**src/rtl/ram_bist_ctrl_if.sv**
```systemverilog
// RAM control/data bus between the BIST controller (master) and the
// synchronous single-port RAM (slave).
interface ram_bist_ctrl_if #(
  parameter int unsigned AW = 10,
  parameter int unsigned DW = 8
);
  logic [AW-1:0] ram_addr;
  logic [DW-1:0] ram_wdata;
  logic [DW-1:0] ram_rdata;
  logic          ram_cs;
  logic          ram_wr;
  logic          ram_rd;

  modport master (
    output ram_addr, ram_wdata, ram_cs, ram_wr, ram_rd,
    input  ram_rdata
  );

  modport slave (
    input  ram_addr, ram_wdata, ram_cs, ram_wr, ram_rd,
    output ram_rdata
  );
endinterface

```
**src/rtl/ram_bist_ctrl.sv**
```systemverilog
// RAM BIST controller: writes k*STEP to every address, reads all words back,
// and reports pass/fail, a saturating error count and the first failing address.
module ram_bist_ctrl #(
  parameter int unsigned AW   = 10,
  parameter int unsigned DW   = 8,
  parameter int unsigned STEP = 2,
  parameter int unsigned CW   = 16
) (
  input  logic                clk,
  input  logic                rst_n,
  input  logic                start,
  input  logic                abort,
  output logic                busy,
  output logic                done,
  output logic                pass,
  output logic [CW-1:0]       err_count,
  output logic [AW-1:0]       fail_addr,
  ram_bist_ctrl_if.master     ram
);

  typedef enum logic [2:0] {
    S_IDLE,
    S_WRITE,
    S_READ,
    S_DRAIN,
    S_DONE
  } state_t;

  state_t          state_q, state_d;
  logic [AW-1:0]   k_q, k_d;
  logic [CW-1:0]   err_q, err_d;
  logic [AW-1:0]   fail_q, fail_d;
  logic            pass_q, pass_d;
  logic            cmp_vld_q, cmp_vld_d;
  logic [DW-1:0]   cmp_exp_q, cmp_exp_d;
  logic [AW-1:0]   cmp_addr_q, cmp_addr_d;
  logic [AW+DW-1:0] pat;
  logic            mismatch;

  always_ff @(posedge clk or negedge rst_n) begin
    if (!rst_n) begin
      state_q    <= S_IDLE;
      k_q        <= '0;
      err_q      <= '0;
      fail_q     <= '0;
      pass_q     <= 1'b0;
      cmp_vld_q  <= 1'b0;
      cmp_exp_q  <= '0;
      cmp_addr_q <= '0;
    end else begin
      state_q    <= state_d;
      k_q        <= k_d;
      err_q      <= err_d;
      fail_q     <= fail_d;
      pass_q     <= pass_d;
      cmp_vld_q  <= cmp_vld_d;
      cmp_exp_q  <= cmp_exp_d;
      cmp_addr_q <= cmp_addr_d;
    end
  end

  always_comb begin
    state_d       = state_q;
    k_d           = k_q;
    err_d         = err_q;
    fail_d        = fail_q;
    pass_d        = pass_q;
    cmp_vld_d     = 1'b0;
    cmp_exp_d     = cmp_exp_q;
    cmp_addr_d    = cmp_addr_q;
    busy          = 1'b0;
    done          = 1'b0;
    ram.ram_addr  = '0;
    ram.ram_wdata = '0;
    ram.ram_cs    = 1'b0;
    ram.ram_wr    = 1'b0;
    ram.ram_rd    = 1'b0;
    pat           = (AW+DW)'(k_q) * (AW+DW)'(STEP);

    // Compare of the read issued last cycle; err_q==0 marks "no mismatch yet"
    // because the counter saturates and never wraps back to zero.
    mismatch = cmp_vld_q && (ram.ram_rdata != cmp_exp_q);
    if (mismatch) begin
      if (err_q != '1) err_d = err_q + 1'b1;
      if (err_q == '0) fail_d = cmp_addr_q;
    end

    case (state_q)
      S_IDLE: begin
        if (start) begin
          state_d = S_WRITE;
          k_d     = '0;
          err_d   = '0;
          fail_d  = '0;
          pass_d  = 1'b0;
        end
      end
      S_WRITE: begin
        busy          = 1'b1;
        ram.ram_cs    = 1'b1;
        ram.ram_wr    = 1'b1;
        ram.ram_addr  = k_q;
        ram.ram_wdata = pat[DW-1:0];
        k_d           = k_q + 1'b1;
        if (k_q == '1) state_d = S_READ;
        if (abort) begin
          state_d = S_IDLE;
          pass_d  = 1'b0;
        end
      end
      S_READ: begin
        busy         = 1'b1;
        ram.ram_cs   = 1'b1;
        ram.ram_rd   = 1'b1;
        ram.ram_addr = k_q;
        cmp_vld_d    = 1'b1;
        cmp_exp_d    = pat[DW-1:0];
        cmp_addr_d   = k_q;
        k_d          = k_q + 1'b1;
        if (k_q == '1) state_d = S_DRAIN;
        if (abort) begin
          state_d   = S_IDLE;
          cmp_vld_d = 1'b0;
          pass_d    = 1'b0;
        end
      end
      S_DRAIN: begin
        busy    = 1'b1;
        state_d = S_DONE;
        pass_d  = (err_d == '0);
        if (abort) begin
          state_d = S_IDLE;
          pass_d  = 1'b0;
        end
      end
      S_DONE: begin
        done    = 1'b1;
        state_d = S_IDLE;
      end
      default: state_d = S_IDLE;
    endcase
  end

  assign pass      = pass_q;
  assign err_count = err_q;
  assign fail_addr = fail_q;

endmodule

```
**src/flat_wrapper.sv**
```systemverilog
// flat-port wrapper written by rule: the top's interface ports become plain ports
module ram_bist_ctrl_flat 
#(
  parameter int unsigned AW   = 10,
  parameter int unsigned DW   = 8,
  parameter int unsigned STEP = 2,
  parameter int unsigned CW   = 16
)
  (clk, rst_n, start, abort, busy, done, pass, err_count, fail_addr, ram_ram_addr, ram_ram_wdata, ram_ram_cs, ram_ram_wr, ram_ram_rd, ram_ram_rdata);
  ram_bist_ctrl_if #(.AW(AW), .DW(DW)) ram_i ();
  input  logic clk;
  input  logic rst_n;
  input  logic start;
  input  logic abort;
  output logic busy;
  output logic done;
  output logic pass;
  output logic [CW-1:0] err_count;
  output logic [AW-1:0] fail_addr;
  output wire logic [$bits(ram_i.ram_addr)-1:0] ram_ram_addr;
  output wire logic [$bits(ram_i.ram_wdata)-1:0] ram_ram_wdata;
  output wire logic [$bits(ram_i.ram_cs)-1:0] ram_ram_cs;
  output wire logic [$bits(ram_i.ram_wr)-1:0] ram_ram_wr;
  output wire logic [$bits(ram_i.ram_rd)-1:0] ram_ram_rd;
  input wire logic [$bits(ram_i.ram_rdata)-1:0] ram_ram_rdata;
  assign ram_ram_addr = ram_i.ram_addr;
  assign ram_ram_wdata = ram_i.ram_wdata;
  assign ram_ram_cs = ram_i.ram_cs;
  assign ram_ram_wr = ram_i.ram_wr;
  assign ram_ram_rd = ram_i.ram_rd;
  assign ram_i.ram_rdata = ram_ram_rdata;
  ram_bist_ctrl #(.AW(AW), .DW(DW), .STEP(STEP), .CW(CW)) u_core (.clk(clk), .rst_n(rst_n), .start(start), .abort(abort), .busy(busy), .done(done), .pass(pass), .err_count(err_count), .fail_addr(fail_addr), .ram(ram_i));
endmodule
```
**config.mk**
```make
export PLATFORM = sky130hd
export DESIGN_NAME = ram_bist_ctrl_flat
export DESIGN_NICKNAME = d
export VERILOG_FILES = /design/src/rtl/ram_bist_ctrl_if.sv /design/src/rtl/ram_bist_ctrl.sv /design/src/flat_wrapper.sv
export SDC_FILE = /design/constraint.sdc
export NUM_CORES = 1
export LEC_CHECK = 0
export CAP_MARGIN = 10
export CORE_MARGIN = 2
export CORE_UTILIZATION = 46
export DETAILED_ROUTE_END_ITERATION = 12
export GPL_TIMING_DRIVEN = 0
export HOLD_SLACK_MARGIN = 0.03
export PLACE_DENSITY = 0.85
export SYNTH_ARGS = -nofsm -noshare
export SYNTH_HDL_FRONTEND = slang
export SYNTH_SLANG_ARGS = --single-unit
```
**constraint.sdc**
```tcl
create_clock -name clk -period 6 [get_ports clk]
set_clock_uncertainty 0.05 [all_clocks]
set_input_delay 0.6 -clock clk [delete_from_list [all_inputs] [get_ports clk]]
set_output_delay 0.6 -clock clk [all_outputs]
set_load 0.05 [all_outputs]
```
==> summary.txt <==
Run status
  • Outcome: complete, no violations

Layout
  • Fillers: 488
  • Number of antenna diodes: 0
  • Area delta synth->final: 27.47%
  • Post-route cell area: 3675 um2
  • Share of layout cells above drive strength 1: 10.87%
  • Fin nets: 383
  • Register area: 1276 um2
  • Multi-input gate area: 1506 um2

Logic synthesis
  • Largest family of logic cells by synthesized area: simple AND/OR/NAND/NOR gates
  • Synth async-reset ratio: 100.0%
  • Xor/xnor share of the synthesized area: 7.899%
  • Top-count cell post-synth: dfrtp_1
  • Ys flop type: dfrtp_1
  • EDFF count, synth: 0
  • Top post-synthesis cells by count: 51 x dfrtp_1, 45 x nor2_1, 21 x nand2_1
  • #FFs+latches synth: 51
  • Post-synth top area share: 44.27%
  • Sequential share of the synthesized area: 44.27%
  • Largest cells by area after synthesis: dfrtp_1 44%, xor2_1 6.1%, nor2_1 5.9%
  • Post-Syn Area per Cell: 9.609 um2
  • Number of synthesis warnings: 0
  • Mux contribution to synthesized area: 9.115%
  • Largest area contributor in the netlist: dfrtp_1
  • Net count after synthesis: 315
  • Mapped cell area: 2883 um2
  • Simple-gate share of the synthesized area: 28.60%
  • Compound-cell area share of the yosys netlist: 5.208%
  • Adder-Cell Fraction of Synth Area: 1.302%
  • Syn Inst Count: 300
  • Post-synth cell types: 47

Power and ir drop
  • Pwr/cell area: 194.8 nW/um2
  • Worst VDD drop: 0.1615 mV
  • Lkg Pwr: 1.613 nW

Detailed routing
  • Wire length per cell: 15.18 um
  • Via Count: 2446
  • Post-route ant nets: 0
  • Post-Route WL: 6725 um
  • DR iter-0 viols: 199
  • Vias per cell: 5.521
  • DRC errors left: 0
  • First drt pass iteration count: 4

Clock network
  • Sink Count: 51
  • Hold Buf Count CTS: 0
  • Total CTS buffers: 5
  • CTS tree: done
  • H-tree depth: 2
  • Root Driver: clkbuf_8
  • Post-CTS Setup Inserts: 0
  • Post_cts resized: 0
  • Clock-pin transition on the worst setup and hold timing paths: 0.09 ns
  • Worst skew pair latency: 0.31 ns
  • Clk buf depth: 2

Timing
  • Final setup violation count: 0
  • Worst slew pin tran: 1.082 ns
  • Ratio of final minimum period to clock period: 56.11%
  • Worst hold margin: 0.1134 ns
  • Unrepaired setup endpoints after global routing: false
  • FMAX: 297.0 MHz
  • Sum Neg Setup Slack: 0 ns
  • Final-report hold violation count: 0
  • Tmin final: 3.367 ns
  • Worst relative slew slack: 26.86%
  • Pins over their slew limit: 0

Placed design
  • PortBufs: 60
  • Placed cell area: 3592 um2
  • DP Wirelength: 5025 um
  • Gpl congestion: 0.9077

Worst setup path
  • Startpoint Class: flop
  • CP max FO: 10
  • CP Capture Point: ram_ram_addr[2]
  • Worst Setup End Kind: output port
  • WS Path Type: flop to output port
  • R2R Path Start: u_core.err_count[0]
  • Worst R2R Setup Slack: 3.64 ns
  • Reg2reg end: u_core.pass
  • CP Data Arrival Time: 2.72 ns
  • Worst setup path startpoint: u_core.state_q[1]
  • WP data required: 5.35 ns
  • Worst reg2reg path depth: 8

Floorplan
  • Placeable core area: 5991 um2
  • Total Die Area: 6916 um2
  • Ports: 62
  • Die Y: 83.17 um
  • Starting density of the core: 48.12%
  • Die Wd: 83.17 um
  • # rows: 28

Global route
  • Vias in the first global route: 2435
  • First-pass GRT wire length: 11510 um
  • Antenna violations before repair: 0
  • Remaining Overflow, GRT: 0
  • Largest net degree at the start of global routing: 42
  • GR Util All Layers: 20.47%

Worst hold path
  • Worst min path class: input port to async pin

Job
  • Max-Cap Viols: 0
## cells by family after synthesis
kind of cell	Yosys count
flip-flops	51
AND/OR/NAND/NOR	151
other	1
multiplexers	25
AO/OA/AOI/OAI	22
adder cells (fa/ha/maj)	3
XOR/XNOR	26
buffers and inverters	21
## layout by cell type (no fill, tap or decap), types with 2 or more instances in the layout
master,instances
clkbuf_1,8
nor2b_1,2
o2111ai_1,2
inv_1,4
or3_1,2
o21ai_0,5
buf_2,6
mux2i_1,15
nand2b_1,2
dfrtp_1,51
mux2_2,10
xnor2_1,6
nand2_1,21
nor3_1,8
a21oi_1,6
and2_1,20
and3_1,8
a211oi_1,2
clkdlybuf4s50_1,59
and4_1,5
or2_2,2
nand3_1,9
xor2_1,20
o31ai_1,2
nand3b_1,2
nor4_1,6
clkbuf_8,5
nand4_1,8
and4b_1,2
nor2_1,45
buf_4,2
ha_1,3
## layout make-up
| type | instances | share of cell area (%) |
|---|---|---|
| Buffer | 16 | 2.213 |
| Clock buffer | 5 | 1.873 |
| Clock inverter | 2 | 0.3745 |
| Inverter | 5 | 0.5107 |
| Multi-Input combinational cell | 228 | 40.99 |
| Sequential cell | 51 | 34.73 |
| Tap cell | 75 | 2.554 |
| Timing Repair Buffer | 61 | 16.75 |
## metrics by stage
stage	cells	power (mW)	worst slack [ns]	utilization (%)
CTS	443	0.7215	2.622	61.34
finish	443	0.7160	2.633	61.34
detailed placement	436	0.5293	2.992	59.96
floorplan	300	0.4704	3.011	-
global route	443	0.7522	2.442	61.34
global placement	435	0.5261	2.790	59.71
## worst max-delay path: stages, from the launching register on
cell and delay (ns):
dfrtp_1 0.38, buf_2 0.17, nand2b_4 0.17, nor2_4 0.19, nor2_1 0.13, inv_2 0.14
clkbuf_1 0.27, and2_1 0.18, clkdlybuf4s50_1 0.80
## report_power, final
part           switching [mW]  internal [mW]
registers              0.0201          0.357
clock network           0.113         0.0800
logic                  0.0951         0.0510
total                   0.228          0.488
## metal layers
metal | GRT usage, % | share of wire [%] | vias to the layer above | wire [um]
li1 | - | - | 1169 | -
met3 | 3.877 | 5.6 | 9 | 379
met4 | 6.259 | 1.2 | 0 | 78
met5 | 0 | 0 | - | 0
met2 | 34.02 | 49 | 81 | 3305
met1 | 27.19 | 44 | 1187 | 2962
## worst min-delay path by stage
stage / to / slack, ns / cells after the start
after global placement: u_core.cmp_addr_q[9] / 0.44 / 1
after global routing: u_core.err_count[1] / 0.11 / 1
after detailed placement: u_core.err_count[2] / 0.45 / 1
after CTS: u_core.err_count[1] / 0.12 / 1
after floorplan: u_core.cmp_addr_q[0] / 0.25 / 0
final: u_core.err_count[1] / 0.11 / 1
## sequential cells by signal (all words and copies together), names as in the netlist
name	count
u_core.cmp_addr_q	10
u_core.cmp_vld_q	1
u_core.pass	1
u_core.err_count	16
u_core.k_q	10
u_core.fail_addr	10
u_core.state_q	3
Power figures use the tool's default switching activity.
